--- src/rtl/pipe_stage_skid_if.sv ---
// Handshake bundle between two pipeline stages: upstream offer, downstream stall,
// held-word outputs and the fence-stall request/response pair.
interface pipe_stage_skid_if #(
  parameter int DATA_W = 160,
  parameter int PC_W   = 32
);
  // Handshake: a word transfers on a rising edge when up_valid & up_ready & ~bubble_req
  // and flush is low; dn_valid/dn_data/dn_pc are consumed on any edge where dn_stall is low.
  logic              up_valid;
  logic [DATA_W-1:0] up_data;
  logic [PC_W-1:0]   up_pc;
  logic              up_ready;
  logic              bubble_req;
  logic              flush;
  logic              dn_stall;
  logic              dn_valid;
  logic [DATA_W-1:0] dn_data;
  logic [PC_W-1:0]   dn_pc;
  logic [1:0]        occupancy;
  logic              fence_req;
  logic              fence_stall;

  modport master (
    output up_valid, up_data, up_pc, bubble_req, flush, dn_stall, fence_req,
    input  up_ready, dn_valid, dn_data, dn_pc, occupancy, fence_stall
  );

  modport slave (
    input  up_valid, up_data, up_pc, bubble_req, flush, dn_stall, fence_req,
    output up_ready, dn_valid, dn_data, dn_pc, occupancy, fence_stall
  );
endinterface

--- src/rtl/pipe_stage_skid.sv ---
// Pipeline register with stall hold, flush, bubble insertion, optional 2-entry skid
// buffer (registered up_ready) and a fence-stall window extender.
module pipe_stage_skid #(
  parameter int                DATA_W    = 160,
  parameter int                PC_W      = 32,
  parameter logic [DATA_W-1:0] NOP_VALUE = {DATA_W{1'b0}},
  parameter int                SKID      = 1,
  parameter int                FENCE_EXT = 4
) (
  input logic               clk,
  input logic               cpurst,
  pipe_stage_skid_if.slave  bus
);
  logic              m_valid, s_valid;
  logic [DATA_W-1:0] m_data, s_data;
  logic [PC_W-1:0]   m_pc, s_pc;
  logic              up_ready;
  logic              accept;

  // With the skid buffer, ready depends only on registered state.
  assign up_ready = (SKID != 0) ? ~s_valid : ~bus.dn_stall;
  assign accept   = bus.up_valid & up_ready & ~bus.bubble_req;

  always_ff @(posedge clk) begin
    if (cpurst) begin
      m_valid <= 1'b0;
      s_valid <= 1'b0;
      m_data  <= NOP_VALUE;
      s_data  <= NOP_VALUE;
      m_pc    <= '0;
      s_pc    <= '0;
    end else if (bus.flush) begin
      m_valid <= 1'b0;
      s_valid <= 1'b0;
      m_data  <= NOP_VALUE;
    end else if (!bus.dn_stall) begin
      if (s_valid) begin
        m_valid <= 1'b1;
        m_data  <= s_data;
        m_pc    <= s_pc;
        s_valid <= 1'b0;
      end else if (bus.bubble_req) begin
        m_valid <= 1'b0;
        m_data  <= NOP_VALUE;
        m_pc    <= bus.up_pc;
      end else if (accept) begin
        m_valid <= 1'b1;
        m_data  <= bus.up_data;
        m_pc    <= bus.up_pc;
      end else begin
        m_valid <= 1'b0;
        m_data  <= NOP_VALUE;
      end
    end else if ((SKID != 0) && accept) begin
      // Stalled: the new word lands behind M, or in M if M is empty.
      if (m_valid) begin
        s_valid <= 1'b1;
        s_data  <= bus.up_data;
        s_pc    <= bus.up_pc;
      end else begin
        m_valid <= 1'b1;
        m_data  <= bus.up_data;
        m_pc    <= bus.up_pc;
      end
    end
  end

  assign bus.up_ready  = up_ready;
  assign bus.dn_valid  = m_valid;
  assign bus.dn_data   = m_data;
  assign bus.dn_pc     = m_pc;
  assign bus.occupancy = {1'b0, m_valid} + {1'b0, s_valid};

  generate
    if (FENCE_EXT > 0) begin : g_fence
      localparam int              CNT_W    = $clog2(FENCE_EXT + 1);
      localparam logic [CNT_W-1:0] CNT_LAST = CNT_W'(FENCE_EXT - 1);
      logic             ext;
      logic [CNT_W-1:0] cnt;

      // The window closes on its own count; fence_req inside it does not retrigger.
      always_ff @(posedge clk) begin
        if (cpurst) begin
          ext <= 1'b0;
        end else if (ext && (cnt == CNT_LAST)) begin
          ext <= 1'b0;
        end else if (bus.fence_req) begin
          ext <= 1'b1;
        end

        if (cpurst || !ext) begin
          cnt <= '0;
        end else begin
          cnt <= cnt + CNT_W'(1);
        end
      end

      assign bus.fence_stall = bus.fence_req | ext;
    end else begin : g_no_fence
      assign bus.fence_stall = bus.fence_req;
    end
  endgenerate
endmodule

--- src/flat_wrapper.sv ---
// flat-port wrapper written by rule: the top's interface ports become plain ports
module pipe_stage_skid_flat 
#(
  parameter int                DATA_W    = 160,
  parameter int                PC_W      = 32,
  parameter logic [DATA_W-1:0] NOP_VALUE = {DATA_W{1'b0}},
  parameter int                SKID      = 1,
  parameter int                FENCE_EXT = 4
)
  (clk, cpurst, bus_up_valid, bus_up_data, bus_up_pc, bus_bubble_req, bus_flush, bus_dn_stall, bus_fence_req, bus_up_ready, bus_dn_valid, bus_dn_data, bus_dn_pc, bus_occupancy, bus_fence_stall);
  pipe_stage_skid_if #(.DATA_W(DATA_W), .PC_W(PC_W)) bus_i ();
  input logic clk;
  input logic cpurst;
  input wire logic [$bits(bus_i.up_valid)-1:0] bus_up_valid;
  input wire logic [$bits(bus_i.up_data)-1:0] bus_up_data;
  input wire logic [$bits(bus_i.up_pc)-1:0] bus_up_pc;
  input wire logic [$bits(bus_i.bubble_req)-1:0] bus_bubble_req;
  input wire logic [$bits(bus_i.flush)-1:0] bus_flush;
  input wire logic [$bits(bus_i.dn_stall)-1:0] bus_dn_stall;
  input wire logic [$bits(bus_i.fence_req)-1:0] bus_fence_req;
  output wire logic [$bits(bus_i.up_ready)-1:0] bus_up_ready;
  output wire logic [$bits(bus_i.dn_valid)-1:0] bus_dn_valid;
  output wire logic [$bits(bus_i.dn_data)-1:0] bus_dn_data;
  output wire logic [$bits(bus_i.dn_pc)-1:0] bus_dn_pc;
  output wire logic [$bits(bus_i.occupancy)-1:0] bus_occupancy;
  output wire logic [$bits(bus_i.fence_stall)-1:0] bus_fence_stall;
  assign bus_i.up_valid = bus_up_valid;
  assign bus_i.up_data = bus_up_data;
  assign bus_i.up_pc = bus_up_pc;
  assign bus_i.bubble_req = bus_bubble_req;
  assign bus_i.flush = bus_flush;
  assign bus_i.dn_stall = bus_dn_stall;
  assign bus_i.fence_req = bus_fence_req;
  assign bus_up_ready = bus_i.up_ready;
  assign bus_dn_valid = bus_i.dn_valid;
  assign bus_dn_data = bus_i.dn_data;
  assign bus_dn_pc = bus_i.dn_pc;
  assign bus_occupancy = bus_i.occupancy;
  assign bus_fence_stall = bus_i.fence_stall;
  pipe_stage_skid #(.DATA_W(DATA_W), .PC_W(PC_W), .NOP_VALUE(NOP_VALUE), .SKID(SKID), .FENCE_EXT(FENCE_EXT)) u_core (.clk(clk), .cpurst(cpurst), .bus(bus_i));
endmodule
--- config.mk ---
export PLATFORM = sky130hd
export DESIGN_NAME = pipe_stage_skid_flat
export DESIGN_NICKNAME = d
export VERILOG_FILES = /design/src/rtl/pipe_stage_skid_if.sv /design/src/rtl/pipe_stage_skid.sv /design/src/flat_wrapper.sv
export SDC_FILE = /design/constraint.sdc
export NUM_CORES = 1
export LEC_CHECK = 0
export ABC_AREA = 1
export ABC_CLOCK_PERIOD_IN_PS = 2500
export CAP_MARGIN = 10
export CORE_MARGIN = 5
export CORE_UTILIZATION = 45
export DETAILED_ROUTE_END_ITERATION = 12
export PLACE_DENSITY = 0.77
export SLEW_MARGIN = 30
export SYNTH_ARGS = -nofsm -noshare
export SYNTH_HDL_FRONTEND = slang
export SYNTH_SLANG_ARGS = --single-unit
--- constraint.sdc ---
create_clock -name clk -period 2.5 [get_ports clk]
set_input_delay 0.375 -clock clk [delete_from_list [all_inputs] [get_ports clk]]
set_output_delay 0.375 -clock clk [all_outputs]
set_load 0.01 [all_outputs]
==> impl.org, run 1 <==
** Cells and area
- Layout net count :: 2898
- Fillers :: 3361
- Summing all multi-input logic gate instances after layout gives 0.008164 sq mm.
- Fraction of final layout cells with drive strength greater than 1 :: 0.04257
- The area growth from synthesis to layout is 32.74%.
- Summing all flip-flop and latch instances after layout gives 0.007811 sq mm.

** Clocking
- Clock tree buffer depth :: 3
- Buffers inserted during post-CTS setup optimization :: 0
- At the later pin of the worst-skew pair, clock insertion delay measures 560 ps.
- Clock sink total :: 390
- The clock tree synthesis step divided the H-tree into 2 levels.
- After clock tree synthesis, the clock-pin slew on the worst setup and hold paths is 60 ps.
- Number of buffers added by the clock tree synthesis step :: 43
- Cts-stage hold buffer count :: 0
- Clock tree synthesis selected as its root buffer the cell sky130_fd_sc_hd__clkbuf_16.
- Gates resized during post-CTS repair numbered 0.
- TritonCTS built the clock tree.

** Timing
- Dividing the final minimum period by the clock period gives 0.9341.
- Post-Route Setup TNS :: 0 ps
- The max-slew violation total from the final report was 0.
- Setup repair after global routing left no endpoint under its margin.
- On the final layout, the worst hold slack is 424.3 ps.
- For the pin with the worst max-slew slack, the measured transition is 862.9 ps.
- Maximum clock rate :: 0.4282 GHz
- The final count of hold timing violations came to 0.
- The worst pin sits at a relative slew slack of 0.4247.
- For the finished layout, the period the worst path requires is 2335 ps.
- Setup violations remaining at the end of the flow were counted as 0.
- The clock arrives with 11.09 ps of skew.

** Yosys
- Post-synth top area cell :: sky130_fd_sc_hd__dfxtp_1
- Post-Synthesis Mean Instance Area :: 7.068 sq um
- After synthesis the cells add up to 0.01716 sq mm.
- Number of warning messages in the yosys log :: 0
- The share of synthesized area in the top cell type comes to 0.4549.
- Top cells by area in the synthesized netlist :: sky130_fd_sc_hd__dfxtp_1, sky130_fd_sc_hd__nor2_1, sky130_fd_sc_hd__o21ai_0
- Sequential area share after synthesis :: 0.4549
- Distinct cell type count of the synthesized netlist :: 26
- The commonest cells after synthesis are sky130_fd_sc_hd__nor2_1, sky130_fd_sc_hd__dfxtp_1, sky130_fd_sc_hd__nand2_1, sky130_fd_sc_hd__o21ai_0, sky130_fd_sc_hd__nand3_1.
- Post-Synthesis Net Count :: 2630
- After technology mapping, the gate count stands at 2428.
- Fraction of registers with async set/reset :: 0
- Post-synth EDFFs :: 0
- Yosys instantiated no cell more often than sky130_fd_sc_hd__nor2_1.
- The most used flip-flop cell after synthesis is sky130_fd_sc_hd__dfxtp_1.
- Flip-flop and latch count after synthesis :: 390

** Die
- Initial Utilization :: 0.4556
- The die covers 0.04214 sq mm.
- From left edge to right edge, the die measures 205.3 microns.
- The floorplan step defined a core boundary enclosing 0.03767 sq mm.
- Pin placement for this block handled 396 I/O pins.
- After floorplanning, the core was divided into 71 placement rows.
- The die is 205.3 microns tall.

** Setup path
- In this run the worst setup path begins at u_core.s_valid.
- The worst register-to-register path has a depth of 6.
- In this run the critical register-to-register path is captured at u_core.s_data[61].
- Data on the critical path arrives at its endpoint at 1960 ps.
- Worst setup EP type :: primary output
- For the worst setup path, the data required time is 2120 ps.
- Setup slack on the worst reg-to-reg path comes out at 720 ps.
- In this run the critical register-to-register path is launched from u_core.bus.dn_valid.
- STA classifies the critical path startpoint as a flop.
- In this run the worst path has a maximum fanout of 103.
- Ordered cell list for the critical path :: buf_12 -> inv_1 -> clkdlybuf4s50_1
- On the critical path, the stage with the largest delay is an instance of sky130_fd_sc_hd__clkdlybuf4s50_1.
- Termination of the worst setup path :: bus_up_ready
- Crit-path max cell delay :: 490 ps
- The critical path is of the reg -> out type.

** Place
- At the end of routability-driven placement, the weighted congestion stood at 0.8321.
- Buffers placed on the I/O ports in this run total 395.
- The HPWL after detailed placement is 33750 microns.

** Global routing
- In the global route stage, overall resource usage came out at 0.2450.
- The first global-routing pass estimated 86050 microns of wire.
- Summed over all layers, the global routing overflow is 0.
- Vias in the first global route :: 16430
- The number of antenna violations at the first check in global routing was 6.
- Entering global routing, the biggest net connects 104 pins.

** Drt
- Vias per Instance :: 5.325
- # DRC :: 0
- Detailed-route wire length :: 53980 microns
- The final route contains 17250 vias.
- In this run the remaining antenna-violating nets after routing total 0.
- The first detailed-routing pass ran for 6 iterations.
- Violation count after the first detailed-route iteration :: 1483
- After detailed routing, the average wire length per cell comes to 16.66 microns.

** Pwr
- In this run the power density over the cells is 644.0 mW/mm^2.
- Max rail drop VDD :: 523.2 uV
- P_leak :: 9.062 nW

** Run status
- The run finished with clean final reports.

** Run
- Across the run, the number of max-cap violations was 0.

** Hold path
- Instance count along the most critical hold path :: 1
- Type of the worst min-delay path :: reg -> reg
sequential cells by signal, indices dropped and copies added (netlist names):
register / count
u_core.s_valid: 1
u_core.s_pc: 32
u_core.g_fence.ext: 1
u_core.g_fence.cnt: 3
u_core.bus.dn_valid: 1
u_core.s_data: 160
u_core.bus.dn_data: 160
u_core.bus.dn_pc: 32
logic make-up after synthesis:
family / after synthesis / synth area share
fa+ha+maj: 3 / 0.002187
flops: 390 / 0.4549
compound gates: 548 / 0.1836
buf+inv: 255 / 0.07130
simple gates: 1232 / 0.2880
area by class of cell:
cell class,count,share of cell area
Timing Repair Buffer,435,0.2012
Clock inverter,11,0.004833
Tap cell,511,0.02807
Inverter,43,0.007854
Antenna cell,4,0.0004394
Multi-Input combinational cell,1783,0.3584
Clock buffer,63,0.05635
Sequential cell,390,0.3429
power by group:
group          internal (mW)  total (mW)  switching [mW]
clock network           3.75        6.28            2.53
logic                  0.916        1.89           0.969
registers               6.39        6.51           0.113
layer usage:
metal | GRT usage | wire length (microns) | vias to the layer above
met5 | 0 | 25 | -
met1 | 0.3235 | 22900 | 8051
met4 | 0.07847 | 1287 | 4
met3 | 0.05879 | 4177 | 87
li1 | - | - | 8441
met2 | 0.3978 | 25590 | 670
worst max-delay path: cells and delay by family, from the launching register on:
family	cells	cell delay (ps)
buffers and inverters	3	970
flip-flops	1	410
stage by stage:
stage                 util  setup slack (ps)  instances  area (sq um)  power, mW
global route        0.6048             59.97       3240         22780      15.31
floorplan                -              1084       2428         17160      7.557
CTS                 0.6045             110.9       3236         22770      14.80
global placement    0.5674             296.9       3162         21370      8.479
finish              0.6048             164.7       3240         22780      14.67
detailed placement  0.5675             247.4       3162         21380      8.513
cell usage in the layout, fill, tap and decap left out, types with 2 or more instances in the layout:
cell type | synthesis | routed
sky130_fd_sc_hd__clkinvlp_4 | 0 | 2
sky130_fd_sc_hd__buf_4 | 48 | 13
sky130_fd_sc_hd__inv_1 | 39 | 39
sky130_fd_sc_hd__o21ai_0 | 250 | 250
sky130_fd_sc_hd__buf_12 | 0 | 26
sky130_fd_sc_hd__clkbuf_16 | 0 | 45
sky130_fd_sc_hd__inv_6 | 0 | 2
sky130_fd_sc_hd__nand2_1 | 260 | 260
sky130_fd_sc_hd__nor2_1 | 741 | 741
sky130_fd_sc_hd__o21ai_1 | 102 | 102
sky130_fd_sc_hd__bufinv_16 | 0 | 2
sky130_fd_sc_hd__nand3_1 | 226 | 226
sky130_fd_sc_hd__a21oi_1 | 33 | 33
sky130_fd_sc_hd__dfxtp_1 | 390 | 389
sky130_fd_sc_hd__clkbuf_8 | 0 | 9
sky130_fd_sc_hd__a21boi_1 | 54 | 54
sky130_fd_sc_hd__clkinv_2 | 0 | 7
sky130_fd_sc_hd__clkdlybuf4s50_1 | 0 | 395
sky130_fd_sc_hd__ha_1 | 3 | 3
sky130_fd_sc_hd__diode_2 | 0 | 4
sky130_fd_sc_hd__clkbuf_1 | 101 | 9
sky130_fd_sc_hd__a21boi_0 | 106 | 106
worst min path at each step:
| stage | to | start | slack [ps] |
|---|---|---|---|
| after floorplan | u_core.g_fence.cnt[0] | u_core.g_fence.cnt[0] | 400 |
| after global placement | u_core.g_fence.cnt[0] | u_core.g_fence.cnt[0] | 410 |
| after detailed placement | u_core.g_fence.cnt[0] | u_core.g_fence.cnt[0] | 420 |
| after CTS | u_core.s_data[153] | bus_up_data[153] | 410 |
| after global routing | u_core.s_data[147] | bus_up_data[147] | 450 |
| final | u_core.g_fence.cnt[0] | u_core.g_fence.cnt[0] | 420 |
(Power assumes the default switching activity.)
==> inputs of run 2 (changes only) <==
--- a/config.mk
+++ b/config.mk
@@ -11,7 +11,8 @@
 export CORE_MARGIN = 5
 export CORE_UTILIZATION = 45
 export DETAILED_ROUTE_END_ITERATION = 12
-export PLACE_DENSITY = 0.77
+export DONT_BUFFER_PORTS = 1
+export PLACE_DENSITY = 0.64
 export SLEW_MARGIN = 30
 export SYNTH_ARGS = -nofsm -noshare
 export SYNTH_HDL_FRONTEND = slang
==> impl.org, run 2 (synthesized netlist as in run 1, its figures left out) <==
** Run status
- Result of the run :: finished clean

** Setup path
- R2R cell count :: 9
- Worst reg2reg setup slack :: 510 ps
- In this run the worst setup path begins at u_core.s_valid.
- End of the worst register-to-register path :: u_core.bus.dn_pc[12]
- Along the worst path, the maximum fanout reaches 124.
- The worst setup path is of the reg -> out kind.
- Worst EP required :: 2120 ps
- Type of element launching the critical path :: flop
- The worst setup path is captured at a primary output.
- The startpoint identified for the worst register-to-register timing path is u_core.s_valid.
- Data on the critical path arrives at its endpoint at 1820 ps.

** Global routing
- For met2 alone, demand over resource in global routing was 0.3810.
- The number of antenna violations at the first check in global routing was 1.
- The number of global-route vias before repair was 15480.
- Wire length of the first global-routing pass :: 85150 microns
- Largest net degree at the start of global routing :: 162
- Sum of overflow across all layers after global routing :: 0
- In this run the most used layer during global routing was met2.
- Global routing usage summed across all routing layers :: 0.2450
- GR Layer Usage met1 :: 0.3233
- In the global route stage, met3 resource usage came out at 0.07644.

** Pwr
- Summed over all cells, the static leakage comes to 8.425 nW.
- The share of total power dissipated in combinational logic is 0.095.
- Internal power summed over all cells :: 10.96 mW
- In this run the power density over the cells is 702.9 mW/mm^2.
- Clock network fraction of design power :: 0.452
- Flop pwr share :: 0.453
- Power comes to 14.59 mW.
- Switching power total :: 3.630 mW
- Max rail drop VDD :: 593.1 uV
- Of the total power, the share spent switching nets is 0.2488.

** Timing
- Between clock sinks in the finished design, the worst skew comes to 12.16 ps.
- Slew at the pin closest to its max-slew limit :: 953.6 ps
- Shortest clock period the worst path allows after layout :: 2194 ps
- Hold is met by 36.44 ps.
- Worst-case headroom to the max-slew limit :: 0.3643
- Maximum clock rate :: 0.4558 GHz
- Setup violations remaining at the end of the flow were counted as 0.
- Hold Vio Cnt, Final :: 0
- After routing, the total negative slack on setup checks comes to 0 ps.
- Number of max-slew violations in the final report :: 0
- Unrepaired setup endpoints after global routing :: false
- Final worst path period share :: 0.8775

** Drt
- The pre-antenna-repair detailed-routing pass consisted of 6 iterations.
- Summed over all layers, the routed wires come to 54480 microns.
- Via count :: 16460
- Average detailed-routed wire length per instance :: 17.92 microns
- Vias per Instance :: 5.415
- The detail route stage leaves a number of antenna-violating nets equal to 0.
- Violation count after the first detailed-route iteration :: 1395
- In the routed design, unresolved DRC markers number 0.

** Die
- For this configuration, the core starts out at a cell density of 0.4556.
- Horizontal extent of the die :: 205.3 microns
- The floorplan has 71 rows.
- From bottom edge to top edge, the die measures 205.3 microns.
- I/O pin cnt :: 396
- Core Area :: 0.03767 sq mm
- Die area :: 0.04214 sq mm

** Clocking
- Clock tree from TritonCTS :: yes
- The later pin in the worst-skew pair is clocked with a latency of 560 ps.
- Once the clock tree was built, the setup fixing pass inserted 0 buffers.
- Clock tree buffer depth :: 3
- Clock-pin slew was measured on the worst setup and hold paths at 60 ps.
- After clock tree synthesis, the flow added hold-fix buffers numbering 195.
- The clock net in this run drives a total of 390 sinks.
- Total number of H-tree levels :: 2
- TritonCTS created 43 clock buffers.
- The root buffer cell chosen for the clock tree is sky130_fd_sc_hd__clkbuf_16.
- Gates resized, CTS repair :: 0

** Place
- Placed Instance Area :: 0.01732 sq mm
- At the end of routability-driven placement, the weighted congestion stood at 0.8033.
- After legalization and detailed placement, the total HPWL measured 29960 microns.
- Number of I/O port buffers :: 0

** Hold path
- In this run the worst hold path is classified as in -> reg.
- Worst Hold Launch :: bus_fence_req
- The worst hold path was traced through 2 stages.
- The path with the worst hold slack has its endpoint at u_core.g_fence.ext.

** Cells and area
- Fin area :: 0.02076 sq mm
- Commonest non-fill, non-tap cell in the layout :: sky130_fd_sc_hd__nor2_1
- Layout net count :: 2695
- Fraction of final layout cells with drive strength greater than 1 :: 0.04786
- Leaving out fill and tap cells, the most frequent cells in the layout are sky130_fd_sc_hd__nor2_1, sky130_fd_sc_hd__dfxtp_1, sky130_fd_sc_hd__nand2_1.
- Relative to the synthesized area, the layout overhead comes to 20.97%.

** Run
- Max-Cap Viols :: 0
==> run 2: critical path, cell delays in order, from the launching register on <==
cell                      delay, ps
sky130_fd_sc_hd__dfxtp_4        390
sky130_fd_sc_hd__buf_12         380
sky130_fd_sc_hd__ha_1           390
==> run 2: how the worst max path moves through the flow <==
stage                                       to  slack (ps)  cells past startpoint
final                         bus_occupancy[0]         310                      2
after global routing          bus_occupancy[0]         250                      2
after CTS                     bus_occupancy[0]         220                      2
after detailed placement   u_core.bus.dn_pc[8]         570                      9
after global placement    u_core.bus.dn_pc[23]         570                      9
after floorplan                   bus_up_ready        1080                      4
==> run 2: layout make-up <==
class / count / area, sq um
diodes: 1 / 2.502
clock buffers: 63 / 1281
clock inverters: 17 / 202.7
fillers: 3569 / 16910
inverters: 43 / 178.9
multi-input cells: 1783 / 8164
flip-flops and latches: 390 / 7811
well taps: 511 / 639.4
repair buffers: 232 / 2480
==> run 2: per-stage QoR <==
stage / util / setup slack, ps / cells
global route: 0.5512 / 252.2 / 3040
floorplan: - / 1084 / 2428
global placement: 0.4599 / 569.6 / 2764
finish: 0.5512 / 306.3 / 3040
detailed placement: 0.4599 / 569.7 / 2764
CTS: 0.5511 / 224.9 / 3039
==> run 2: power groups by stage <==
stage / logic (mW) / clock network, mW / registers, mW
after floorplan: 0.872 / 0 / 6.68
after global placement: 1.07 / 0 / 6.75
after detailed placement: 1.09 / 0 / 6.75
after CTS: 1.37 / 6.71 / 6.62
after global routing: 1.53 / 7.00 / 6.63
final: 1.38 / 6.60 / 6.62
==> run 2: metal layers <==
layer / routed length, microns / share of wire / vias up
li1: - / - / 8052
met1: 22420 / 0.41 / 7618
met2: 24920 / 0.46 / 686
met5: 0 / 0 / -
met3: 5544 / 0.10 / 107
met4: 1604 / 0.029 / 0
